`src/rtl/display_scan_ctrl_pkg.sv`:
```
// Shared types, blanking constants and the hex-to-7-segment table
// for the multiplexed display controller.
package disp_pkg;

    typedef enum logic {S_BLANK, S_SHOW} state_t;

    localparam logic [6:0] SEG_OFF = 7'h7F;
    localparam logic [7:0] AN_OFF  = 8'hFF;

    // Active-high segment code, bit order {g,f,e,d,c,b,a}
    function automatic logic [6:0] hex7(input logic [3:0] nib);
        logic [6:0] seg;
        case (nib)
            4'h0: seg = 7'h3F;
            4'h1: seg = 7'h06;
            4'h2: seg = 7'h5B;
            4'h3: seg = 7'h4F;
            4'h4: seg = 7'h66;
            4'h5: seg = 7'h6D;
            4'h6: seg = 7'h7D;
            4'h7: seg = 7'h07;
            4'h8: seg = 7'h7F;
            4'h9: seg = 7'h6F;
            4'hA: seg = 7'h77;
            4'hB: seg = 7'h7C;
            4'hC: seg = 7'h39;
            4'hD: seg = 7'h5E;
            4'hE: seg = 7'h79;
            default: seg = 7'h71;
        endcase
        return seg;
    endfunction

endpackage

```
`src/rtl/hex7seg_decode.sv`:
```
// Combinational hex nibble to active-high 7-segment decoder.
module hex7seg_decode
    import disp_pkg::*;
(
    input  logic [3:0] nibble,
    output logic [6:0] seg
);

    always_comb begin
        seg = hex7(nibble);
    end

endmodule

```
`src/rtl/display_scan_ctrl.sv`:
```
// N-digit multiplexed 7-segment scanner with per-slot blanking, leading-zero
// suppression and frame-aligned commit of loaded display values.
module display_scan_ctrl
    import disp_pkg::*;
#(
    parameter int N_DIG     = 4,
    parameter int SCAN_LIM  = 100000,
    parameter int BLANK_CYC = 1000
) (
    input  logic               i_Clk,
    input  logic               i_Reset,
    input  logic [4*N_DIG-1:0] i_Data,
    input  logic [N_DIG-1:0]   i_Dp,
    input  logic               i_Lz,
    input  logic               i_Load,
    output logic               o_Ack,
    output logic               o_Frame,
    output logic [N_DIG-1:0]   o_An,
    output logic [6:0]         o_Seg,
    output logic               o_Dp
);

    localparam int CNT_W = $clog2(SCAN_LIM);
    localparam int IDX_W = $clog2(N_DIG);

    state_t             state, state_nxt;
    logic               run;
    logic [CNT_W-1:0]   cnt, cnt_nxt;
    logic [IDX_W-1:0]   idx, idx_nxt;
    logic [4*N_DIG-1:0] disp_reg, pend_reg;
    logic [N_DIG-1:0]   dp_reg, pend_dp;
    logic               pend;

    logic               cnt_wrap, frame_wrap, commit;
    logic [3:0]         nib_sel;
    logic               dp_sel, supp_sel, upper_zero;
    logic [N_DIG-1:0]   an_sel, lz_mask;
    logic [6:0]         seg_dec;
    logic [N_DIG-1:0]   an_n;
    logic [6:0]         seg_n;
    logic               dp_n;

    // The first edge after reset only primes the outputs for cnt=0/idx=0,
    // so the opening frame gets its o_Frame pulse like every later one.
    always_comb begin
        cnt_wrap   = run && (cnt == CNT_W'(SCAN_LIM - 1));
        frame_wrap = cnt_wrap && (idx == IDX_W'(N_DIG - 1));
        commit     = frame_wrap && pend && !i_Load;
        cnt_nxt    = (!run || cnt_wrap) ? '0 : cnt + CNT_W'(1);
        idx_nxt    = idx;
        if (cnt_wrap) begin
            idx_nxt = (idx == IDX_W'(N_DIG - 1)) ? '0 : idx + IDX_W'(1);
        end
    end

    always_ff @(posedge i_Clk or negedge i_Reset) begin
        if (!i_Reset) begin
            state <= S_BLANK;
        end else begin
            state <= state_nxt;
        end
    end

    always_comb begin
        state_nxt = state;
        case (state)
            S_BLANK: if (run && cnt == CNT_W'(BLANK_CYC - 1)) state_nxt = S_SHOW;
            S_SHOW:  if (cnt_wrap) state_nxt = S_BLANK;
            default: state_nxt = S_BLANK;
        endcase
    end

    // A digit is a leading zero when it and every more significant nibble are 0
    always_comb begin
        upper_zero = 1'b1;
        lz_mask    = '0;
        for (int unsigned i = 0; i < N_DIG; i++) begin
            upper_zero = upper_zero && (disp_reg[4*(N_DIG-1-i) +: 4] == 4'h0);
            lz_mask[N_DIG-1-i] = upper_zero && (i != N_DIG - 1);
        end
    end

    always_comb begin
        nib_sel  = '0;
        dp_sel   = 1'b0;
        supp_sel = 1'b0;
        an_sel   = AN_OFF[N_DIG-1:0];
        for (int unsigned k = 0; k < N_DIG; k++) begin
            if (idx_nxt == IDX_W'(k)) begin
                nib_sel   = disp_reg[4*k +: 4];
                dp_sel    = dp_reg[k];
                supp_sel  = lz_mask[k];
                an_sel[k] = 1'b0;
            end
        end
    end

    hex7seg_decode u_dec (
        .nibble (nib_sel),
        .seg    (seg_dec)
    );

    always_comb begin
        an_n  = AN_OFF[N_DIG-1:0];
        seg_n = SEG_OFF;
        dp_n  = 1'b1;
        if (state_nxt == S_SHOW) begin
            an_n  = an_sel;
            seg_n = (i_Lz && supp_sel) ? SEG_OFF : ~seg_dec;
            dp_n  = ~dp_sel;
        end
    end

    always_ff @(posedge i_Clk or negedge i_Reset) begin
        if (!i_Reset) begin
            run      <= 1'b0;
            cnt      <= '0;
            idx      <= '0;
            disp_reg <= '0;
            dp_reg   <= '0;
            pend_reg <= '0;
            pend_dp  <= '0;
            pend     <= 1'b0;
            o_An     <= AN_OFF[N_DIG-1:0];
            o_Seg    <= SEG_OFF;
            o_Dp     <= 1'b1;
            o_Ack    <= 1'b0;
            o_Frame  <= 1'b0;
        end else begin
            run <= 1'b1;
            cnt <= cnt_nxt;
            idx <= idx_nxt;
            // A load on the wrap cycle wins and defers commit to the next frame
            if (i_Load) begin
                pend_reg <= i_Data;
                pend_dp  <= i_Dp;
                pend     <= 1'b1;
            end else if (commit) begin
                disp_reg <= pend_reg;
                dp_reg   <= pend_dp;
                pend     <= 1'b0;
            end
            o_An    <= an_n;
            o_Seg   <= seg_n;
            o_Dp    <= dp_n;
            o_Ack   <= commit;
            o_Frame <= (cnt_nxt == '0) && (idx_nxt == '0);
        end
    end

endmodule

```
`config.mk`:
```
export PLATFORM = sky130hd
export DESIGN_NAME = display_scan_ctrl
export DESIGN_NICKNAME = d
export VERILOG_FILES = /design/src/rtl/display_scan_ctrl_pkg.sv /design/src/rtl/hex7seg_decode.sv /design/src/rtl/display_scan_ctrl.sv
export SDC_FILE = /design/constraint.sdc
export NUM_CORES = 1
export LEC_CHECK = 0
export BUFFER_PORTS_ARGS = -buffer_cell sky130_fd_sc_hd__buf_4
export CELL_PAD_IN_SITES_DETAIL_PLACEMENT = 1
export CELL_PAD_IN_SITES_GLOBAL_PLACEMENT = 2
export CORE_ASPECT_RATIO = 1.75
export CORE_UTILIZATION = 25
export CTS_BUF_LIST = sky130_fd_sc_hd__clkbuf_8 sky130_fd_sc_hd__clkbuf_16
export CTS_CLUSTER_DIAMETER = 80
export DETAILED_ROUTE_END_ITERATION = 8
export GPL_TIMING_DRIVEN = 0
export PLACE_DENSITY = 0.56
export SETUP_SLACK_MARGIN = 0.3
export SLEW_MARGIN = 10
export SYNTH_ARGS = -nofsm -noshare
export SYNTH_HDL_FRONTEND = slang
export SYNTH_SLANG_ARGS = --single-unit
```
`constraint.sdc`:
```
create_clock -name i_Clk -period 9.6 [get_ports i_Clk]
set_clock_uncertainty 0.2 [all_clocks]
set_input_delay 2.88 -clock i_Clk [delete_from_list [all_inputs] [get_ports i_Clk]]
set_output_delay 2.88 -clock i_Clk [all_outputs]
set_load 0.02 [all_outputs]
```
==> results.md, run 1 <==
* Status: complete, no violations
* Levels on crit path at 1
* Peak supply drop at about 70 uV
* Synthesis Warnings at 0
* TritonRoute pass-1 iters at 4
* Die area at roughly 15000 um2
* Clock root buffer: clkbuf_16
* Area leader, netlist: dfrtp_1
* P&R area growth vs syn at 20.74%
* Number of port buffers at 37
* Fmax at 245.8 MHz
* First-pass GRT wire length at 15.95 mm
* Clk_lat worst skew at approximately 340 ps
* Pwr dens at approximately 150 nW/um2
* Core Region at about 15000 um2
* CTS-repair resized insts at 0
* Starting density of the core at between 20% and 30%
* Combinational power share at under 10%
* Reg2Reg Depth at 11
* # IOs at 38
* Final wirelength at roughly 9.6 mm
* Post-synth top flop: dfrtp_1
* Top post-synthesis cells by area: dfrtp_1 (43%), nand2_1 (9.3%), dfstp_2 (8.4%), mux2_2 (7.2%), mux2i_1 (2.9%)
* Clock share of power at 45.9%
* Final routed DRC violation total at 0
* Crit-path max cell delay at around 530 ps
* Worst hold path class: reg -> reg
* Final hold violations at 0
* Post-synthesis cell type count at 50
* Placed insts at a little under 600
* Part of the cycle the worst path needs at 42.37%
* Asr flop ratio synth at 100.0%
* Longest Clk Path Bufs at 2
* HPWL after DPL at 7.188 mm
* Syn Inst Count at 370
* Slew margin rel. at between 30% and 40%
* WP data required at about 6500 ps
* Leakage at between 0.002 and 0.0025 uW
* Commonest cells after routing, fill and taps aside: nand2_1 (93), dfrtp_1 (64), buf_4 (41)
* Routability cong. at 0.7330
* ANT cells at 0
* Setup TNS at 0 ps
* Crit Path Category: reg -> out
* Max Transition Viols Final at 0
* Die Height at ~160 um
* RSZ-0062 raised after global routing: no
* Crit-path cells: buf_4
* Arr. time, crit path at between 900 and 1000 ps
* Cell Rows at just under 60
* Vias in the first global route at between 3000 and 4000
* Synthesized Nets at ~400
* Routed WL per cell at 15.88 um
* Number of synthesized flops with an enable pin at 0
* CTS buffer count at 9
* P_sw at ~160 uW
* Crit path time final at slightly above 4000 ps
* Hold Buf Count CTS at 0
* Initial antenna violation count at 0
* Crit end category: output pin
* GRT overflow at 0
* Avg Inst Size Synth at about 10 um2
* Internal at between 500 and 600 uW
* Clk sink count at 76
* DR iter-0 viols at 88
* Max H-tree Level at 3
* Post-CTS Setup Repair Bufs at 0
* Switching Fraction at a little under a quarter
* Commonest non-fill, non-tap cell in the layout: nand2_1
* Final core utilization at a little under a third
* Cell area after synthesis at 3734 um2
* Register area share after synthesis at 51.34%
* Sequential share of power at between 40% and 50%
* Vias per inst at approximately 4.6
* Hold depth at 2
* Synth top area share at between 40 and 50%
* CTS tree: yes
* Worst Tran Pin Value at ~990 ps
* Die X at about 94 um
* Clock transition at path regs at around 60 ps
* CP top delay family: flip-flops
* Yosys reg bits at 76
* Final Non-Filler Cells at 603
* Largest net degree at the start of global routing at 77
* Critical path fanouts, max at 1
* Ratio of cells with drive above 1 in the final layout at 24.35%
* GRT Util Overall at ~14%
* Post-route ant nets at 0
* Nets at 450
* # Max-Cap Violations at 0
* Setup crit start kind: register
* CP Buf/Inv Count at 1
* Vias at ~2800
* Slowest library cell on the worst path: dfstp_2
* Final setup vio count at 0
## cells in the mapped netlist (5+ instances only)
master    number
a21oi_1        6
and3_1         5
clkbuf_1       7
dfrtp_1       64
dfstp_2       12
ha_1           8
inv_1          5
mux2_2        24
mux2i_1       11
nand2_1       93
nand2b_1       8
nand3_1       11
nand4_1        5
nor2_1        29
o21ai_0        5
xnor2_1        8
xor2_1         7
## through the flow
| step | worst slack, ps | area [um2] | hold WS, ps | power [uW] |
|---|---|---|---|---|
| floorplan | 5713 | 3734 | 238.0 | 358.4 |
| global placement | 5267 | 4237 | 254.7 | 377.8 |
| detailed placement | 5265 | 4237 | 262.5 | 378.8 |
| CTS | 5504 | 4508 | 278.0 | 701.2 |
| global route | 5492 | 4508 | 294.1 | 717.2 |
| finish | 5532 | 4508 | 270.3 | 685.7 |
## per-layer routing
metal	global-route usage [%]	part of all wire (%)	wire, um
met1	15.25	39	3692
met5	0	0	0
met2	25.79	58	5540
met3	2.142	2.0	188
met4	5.245	1.6	152
## worst min-delay path, cell delays in order, from the launching register on
cell	delay, ps
dfrtp_1	340
nand2_1	50
nand2_1	50
## worst paths after layout
path / slack, ps / end / start
min in group asynchronous: 2500 / cnt[12] / i_Reset
min: 270 / disp_reg[0] / disp_reg[0]
max reg2reg: 5820 / o_Seg[5] / cnt[0]
min reg2reg: 270 / disp_reg[0] / disp_reg[0]
max in group asynchronous: 6050 / disp_reg[14] / i_Reset
max: 5530 / o_An[2] / o_An[2]
## area by class of cell
cell class                      count  area (um2)
Sequential cell                    76        1917
Inverter                            5       18.77
Buffer                             16       77.57
Timing Repair Buffer               37       277.8
Multi-Input combinational cell    273        1720
Tap cell                          180       225.2
Clock inverter                      7       46.29
Fill cell                        1691       10010
Clock buffer                        9       225.2
## power by group through the flow
stage	Combinational [uW]	Clock [uW]	Sequential [uW]
final	35.0	314	336
after global routing	39.9	340	338
after CTS	36.8	328	336
after detailed placement	36.8	0	342
after global placement	36.0	0	342
after floorplan	17.1	0	341
## cells by family (layout without fill, tap and decap cells)
group	Yosys count	after routing	share of synthesized area, %
and+or+nand+nor	178	178	22.18
adders and majority gates	8	8	2.681
muxes	37	37	11.39
other	1	1	0.1004
xor gates and xnor gates	15	15	3.519
DFF	76	76	51.34
AOI/OAI and AO/OA	34	34	6.200
buffers and inverters	21	74	2.580
No activity file was read; power rests on OpenSTA's default activity.
==> run 2: changes to the inputs <==
Settings changed: PLACE_DENSITY 0.56 to 0.58.
Clock period 9.6 ns to 3.6 ns, I/O delays scaled along.
==> run 2 against run 1 <==
Against the previous run: utilization is 1.3 points higher; worst hold slack better by 2.3 ps; global-route usage is 0.058 points higher; critical endpoint is now o_Frame; register-to-register slack worse by 5400 ps; critical path type is now reg -> reg.
==> results.md, run 2 (synthesis results as in run 1) <==
* Status: complete, no violations (unchanged)
* Fmax at between 300 and 400 MHz
* Largest net degree at the start of global routing at 77 (unchanged)
* Peak supply drop at 261.4 uV (was 69.57 uV)
* Cell Rows at 58 (unchanged)
* End of the worst register-to-register path: o_Frame (was o_Seg[5])
* Post-route cell area at 4693 um2 (was 4508 um2)
* Leakage at 0.002055 uW (was 0.002018 uW)
* Initial antenna violation count at 0 (unchanged)
* Vias in the first global route at 3098 (was 3007)
* Commonest non-fill, non-tap cell in the layout: nand2_1 (unchanged)
* Final wirelength at 9.664 mm (was 9.574 mm)
* R2R Setup Slk at 440 ps (was 5820 ps)
* Clock root buffer: clkbuf_16 (unchanged)
* Clk sink count at 76 (unchanged)
* # IOs at 38 (unchanged)
* Longest Clk Path Bufs at 2 (unchanged)
* Critical path fanouts, max at 7 (was 1)
* Max Transition Viols Final at 0 (unchanged)
* Vias per inst at 4.590 (was 4.627)
* Reg2Reg Depth at 13 (was 11)
* # fillers at 1687 (was 1691)
* CTS tree: yes (unchanged)
* Die X at 94.38 um (unchanged)
* Hold endpoint: disp_reg[0] (unchanged)
* Nets at 461 (was 450)
* Ratio of cells with drive above 1 in the final layout at 28.80% (was 24.35%)
* P&R area growth vs syn at 25.70% (was 20.74%)
* Final core utilization at 32.34% (was 31.06%)
* ANT cells at 0 (unchanged)
* GRT overflow at 0 (unchanged)
* RSZ-0062 raised after global routing: no (unchanged)
* Final hold violations at 0 (unchanged)
* Post-route ant nets at 0 (unchanged)
* Crit path time final at 3155 ps
* Flip-flop and latch area at 1917 um2 (unchanged)
* Die Height at 163.7 um (unchanged)
* Part of the cycle the worst path needs at between 80% and 90%
* Dpl ws at -191.3 ps (was 5265 ps)
* Tot Pwr at 1830 uW (was 685.7 uW)
* Die area at 15450 um2 (unchanged)
* Routability cong. at 0.7378 (was 0.7330)
* Post-route setup slack at 444.5 ps (was 5532 ps)
* Multi-input logic area at 1808 um2 (was 1720 um2)
* HP Start: disp_reg[0] (unchanged)
* Clock transition at path regs at 60 ps (about the same)
* Commonest cells after routing, fill and taps aside: nand2_1 (92), dfrtp_1 (64), buf_4 (50) (was nand2_1 (93), dfrtp_1 (64), buf_4 (41))
* Core Region at 14510 um2 (unchanged)
* DR iter-0 viols at 69 (was 88)
* Vias at 2818 (was 2790)
* HPWL after DPL at 7.115 mm (was 7.188 mm)
* Crit Path Category: reg -> reg (was reg -> out)
* Final setup vio count at 0 (unchanged)
* Clk_lat worst skew at 340 ps (about the same)
* Slowest library cell on the worst path: or4_1 (was dfstp_2)
* Starting density of the core at 25.72% (unchanged)
* GRT Util Overall at 13.87% (was 13.81%)
* Area post-placement at 4237 um2 (unchanged)
* Crit-path cells: ha_4 -> and4_1 -> buf_4 -> and3_1 -> buf_6 -> nand2_4 -> mux2i_4 -> buf_12 -> buf_4 -> nand2_1 -> or4_1 -> or4_1 -> nor4_2 (was buf_4)
* Number of port buffers at 37 (unchanged)
* # Max-Cap Violations at 0 (unchanged)
* Routed WL per cell at 15.74 um (was 15.88 um)
* Max H-tree Level at 3 (unchanged)
* RR Startpoint: cnt[1] (was cnt[0])
* Pwr dens at 390.0 nW/um2 (was 152.1 nW/um2)
* TritonRoute pass-1 iters at 4 (unchanged)
* First-pass GRT wire length at 16.03 mm (was 15.95 mm)
* Setup crit start kind: register (unchanged)
* WP data required at 3650 ps (was 6520 ps)
* Worst Tran Pin Value at 995.0 ps (was 991.4 ps)
* Hold depth at 2 (unchanged)
* Worst hold path class: reg -> reg (unchanged)
* CTS buffer count at 9 (unchanged)
* Slew margin rel. at 33.67% (was 33.91%)
* Crit end category: register (was output pin)
* Crit-path max cell delay at 440 ps (was 530 ps)
* Final routed DRC violation total at 0 (unchanged)
* Arr. time, crit path at 3200 ps (was 990 ps)
* Hold Buf Count CTS at 0 (unchanged)
[run 2: worst max-delay path by stage]
stage / startpoint / to / cells past startpoint
after floorplan: cnt[0] / o_Seg[3] / 12
after global placement: cnt[0] / o_Seg[5] / 11
after detailed placement: cnt[0] / o_Seg[5] / 11
after CTS: cnt[1] / o_Frame / 12
after global routing: cnt[1] / o_Seg[4] / 14
final: cnt[1] / o_Frame / 13
[run 2: critical path: cells and delay by family, from the launching register on]
family,cells,cell delay (ps)
buffers and inverters,4,590
muxes,1,240
DFF,1,420
adders and majority gates,1,200
and+or+nand+nor,7,1400
[run 2: layout make-up]
cell class              count  area share [%]
repair buffers             48           7.945
clock inverters             7          0.9597
clock buffers               9           4.799
plain buffers              16           1.733
well taps                 180           4.799
multi-input cells         273           38.52
inverters                   5          0.3999
flip-flops and latches     76           40.84
[run 2: through the flow]
stage	std cells	hold WS (ps)	setup TNS, ps
after global placement	587	254.2	-421.9
after global routing	614	306.2	0
after CTS	611	273.6	0
after detailed placement	587	259.5	-821.5
final	614	272.6	0
after floorplan	370	238.0	0
[run 2: layer usage]
| layer | track usage (%) | vias to the layer above | wire length (um) |
|---|---|---|---|
| met2 | 26.28 | 41 | 5537 |
| met3 | 2.235 | 14 | 213 |
| met4 | 6.573 | 0 | 225 |
| li1 | - | 1381 | - |
| met1 | 14.37 | 1382 | 3688 |
| met5 | 0 | - | 0 |
[run 2: timing repair]
item	4_1_cts	5_1_grt
resized for setup	6	13
setup buffers	8	3
gates cloned	0	0
pin swaps	1	2
endpoints found under the setup margin	8	8
endpoints found under the hold margin	0	0
[run 2: where the power goes]
group	internal (uW)	switching (uW)	leakage [uW]	total (uW)
Combinational	50.9	48.4	0.000964	99.3
Sequential	882	14.9	0.000963	897
Clock	464	370	0.000129	834
==> run 3: changes to the inputs <==
Settings changed: PLACE_DENSITY 0.58 to 0.56.
Clock period 3.6 ns to 3.2 ns, I/O delays scaled along.
==> run 3 against run 2 <==
Against the previous run: register-to-register slack lost 260 ps; sequential share of layout area shrank 2.2 points; clock power grew 33%; critical endpoint is now o_Seg[5]; largest cell class unchanged; highest routed layer unchanged.
==> results.md, run 3 (synthesis results as in run 1) <==
* Clock root buffer: clkbuf_16 (unchanged)
* Arr. time, crit path at 3050 ps (was 3200 ps)
* CTS tree: yes (unchanged)
* Die X at 94.38 um (unchanged)
* Hold depth at 2 (unchanged)
* Final wirelength at 10.12 mm (was 9.664 mm)
* Crit Path Category: reg -> reg (unchanged)
* Crit-path max cell delay at 390 ps (was 440 ps)
* P&R area growth vs syn at 33.24% (was 25.70%)
* Part of the cycle the worst path needs at 94.21% (was 87.65%)
* Critical path fanouts, max at 6 (was 7)
* Crit end category: register (unchanged)
* Flip-flop and latch area at 1921 um2 (was 1917 um2)
* Fmax at 331.7 MHz (was 316.9 MHz)
* Post-route setup slack at 185.3 ps (was 444.5 ps)
* Commonest non-fill, non-tap cell in the layout: nand2_1 (unchanged)
* Slowest library cell on the worst path: dfrtp_1 (was or4_1)
* ANT cells at 0 (unchanged)
* Die area at 15450 um2 (unchanged)
* Post-route ant nets at 0 (unchanged)
* TritonRoute pass-1 iters at 6 (was 4)
* P_sw at 500.2 uW (was 433.1 uW)
* GRT Util Overall at 14.60% (was 13.87%)
* Vias in the first global route at 3064 (was 3098)
* Final routed DRC violation total at 0 (unchanged)
* Initial antenna violation count at 0 (unchanged)
* Setup crit start kind: register (unchanged)
* DR iter-0 viols at 76 (was 69)
* # IOs at 38 (unchanged)
* CTS buffer count at 9 (unchanged)
* Final setup vio count at 0 (unchanged)
* Clk_lat worst skew at 340 ps (about the same)
* Dpl ws at -266.4 ps (was -191.3 ps)
* Core Region at 14510 um2 (unchanged)
* Most frequent CP cell: mux2i_4
* Placed insts at 587 (unchanged)
* # fillers at 1681 (was 1687)
* Clk sink count at 76 (unchanged)
* Starting density of the core at 25.72% (unchanged)
* Longest Clk Path Bufs at 2 (unchanged)
* Final hold violations at 0 (unchanged)
* First-pass GRT wire length at 16.77 mm (was 16.03 mm)
* Ratio of cells with drive above 1 in the final layout at 34.38% (was 28.80%)
* Largest net degree at the start of global routing at 77 (unchanged)
* Nets at 475 (was 461)
* Number of port buffers at 37 (unchanged)
* Worst hold path class: reg -> reg (unchanged)
* Max H-tree Level at 3 (unchanged)
* RSZ-0062 raised after global routing: yes (was no)
* Clock share of power at 49.6% (was 45.6%)
* Worst Tran Pin Value at 1014 ps (was 995.0 ps)
* Routed WL per cell at 16.11 um (was 15.74 um)
* Max Transition Viols Final at 0 (unchanged)
* Commonest cells after routing, fill and taps aside: nand2_1 (91), buf_4 (62), dfrtp_1 (61) (was nand2_1 (92), dfrtp_1 (64), buf_4 (50))
* HPWL after DPL at 7.236 mm (was 7.115 mm)
* Combinational power share at 5.3% (was 5.4%)
* Routability cong. at 0.7187 (was 0.7378)
* WP data required at 3230 ps (was 3650 ps)
* Reg2Reg Depth at 14 (was 13)
* GRT overflow at 0 (unchanged)
* Hold Buf Count CTS at 0 (unchanged)
* Final Non-Filler Cells at 628 (was 614)
* Slew margin rel. at 32.42% (was 33.67%)
* Switching Fraction at 22.38% (was 23.66%)
* Vias at 2884 (was 2818)
* Crit path time final at 3015 ps (was 3155 ps)
* # Max-Cap Violations at 0 (unchanged)
* Peak supply drop at 219.2 uV (was 261.4 uV)
* Cell Rows at 58 (unchanged)
* Crit-path cells: ha_4 -> and4_1 -> buf_6 -> and3_4 -> buf_6 -> nand2_4 -> mux2i_4 -> buf_12 -> mux2i_4 -> mux2i_4 -> inv_2 -> ha_4 -> mux2i_1 -> o221ai_1 (was ha_4 -> and4_1 -> buf_4 -> and3_1 -> buf_6 -> nand2_4 -> mux2i_4 -> buf_12 -> buf_4 -> nand2_1 -> or4_1 -> or4_1 -> nor4_2)
* Pwr dens at 449.2 nW/um2 (was 390.0 nW/um2)
* Die Height at 163.7 um (unchanged)
* Status: complete, no violations (unchanged)
* Sequential share of power at 45.2% (was 49.0%)
* Leakage at 0.002157 uW (was 0.002055 uW)
* Internal at 1734 uW (was 1397 uW)
* Clock transition at path regs at 60 ps (about the same)
* Multi-input logic area at 1899 um2 (was 1808 um2)
* Vias per inst at 4.592 (was 4.590)
-- run 3: layer usage --
| metal | share of wire (%) | wire length [um] | vias up | GRT usage [%] |
|---|---|---|---|---|
| li1 | - | - | 1410 | - |
| met1 | 38 | 3833 | 1430 | 15.74 |
| met2 | 58 | 5918 | 35 | 27.27 |
| met3 | 2.3 | 237 | 9 | 3.073 |
| met4 | 1.3 | 131 | 0 | 5.245 |
| met5 | 0 | 0 | - | 0 |
-- run 3: per-stage QoR --
stage | total power (uW) | hold slack, ps | setup TNS [ps] | util [%] | instance area [um2]
floorplan | 1078 | 238.0 | 0 | - | 3814
global placement | 1136 | 254.9 | -1347 | 29.74 | 4317
detailed placement | 1141 | 258.6 | -1723 | 29.74 | 4317
CTS | 2278 | 273.5 | 0 | 33.73 | 4896
global route | 2330 | 297.7 | 0 | 34.28 | 4975
finish | 2235 | 264.9 | 0 | 34.28 | 4975
-- run 3: final cells by class --
type	instances	share of cell area, %
sequential	76	38.61
timing repair buffer	62	9.859
multi-input combinational	273	38.18
tap	180	4.527
inverter	5	0.4276
buffer	16	2.012
clock buffer	9	4.527
clock inverter	7	1.861
-- run 3: path summary, 6_finish.rpt --
kind / start / end / slack, ps
max: cnt[1] / o_Seg[5] / 190
min: dp_reg[2] / dp_reg[2] / 260
max reg2reg: cnt[1] / o_Seg[5] / 190
min reg2reg: dp_reg[2] / dp_reg[2] / 260
max in group asynchronous: i_Reset / cnt[6] / 1500
min in group asynchronous: i_Reset / cnt[10] / 570
-- run 3: critical path: cells and delay by family (launching register included) --
kind	cells	cell delay [ps]
adders and majority gates	2	360
DFF	1	390
muxes	4	830
and+or+nand+nor	3	420
buffers and inverters	4	520
AOI/OAI and AO/OA	1	160
-- run 3: what timing repair did --
item                                    CTS  global route
gates resized for setup                  20             9
endpoints found under the hold margin     0             0
pin swaps                                12             4
endpoints found under the setup margin    9             8
setup buffers                            20             5
-- run 3: power by group through the flow --
stage / sequential, uW / clock, uW / combinational [uW]
final: 1010 / 1110 / 118
after global routing: 1010 / 1180 / 132
after CTS: 1010 / 1150 / 122
after detailed placement: 1030 / 0 / 113
after global placement: 1030 / 0 / 110
after floorplan: 1030 / 0 / 52.8
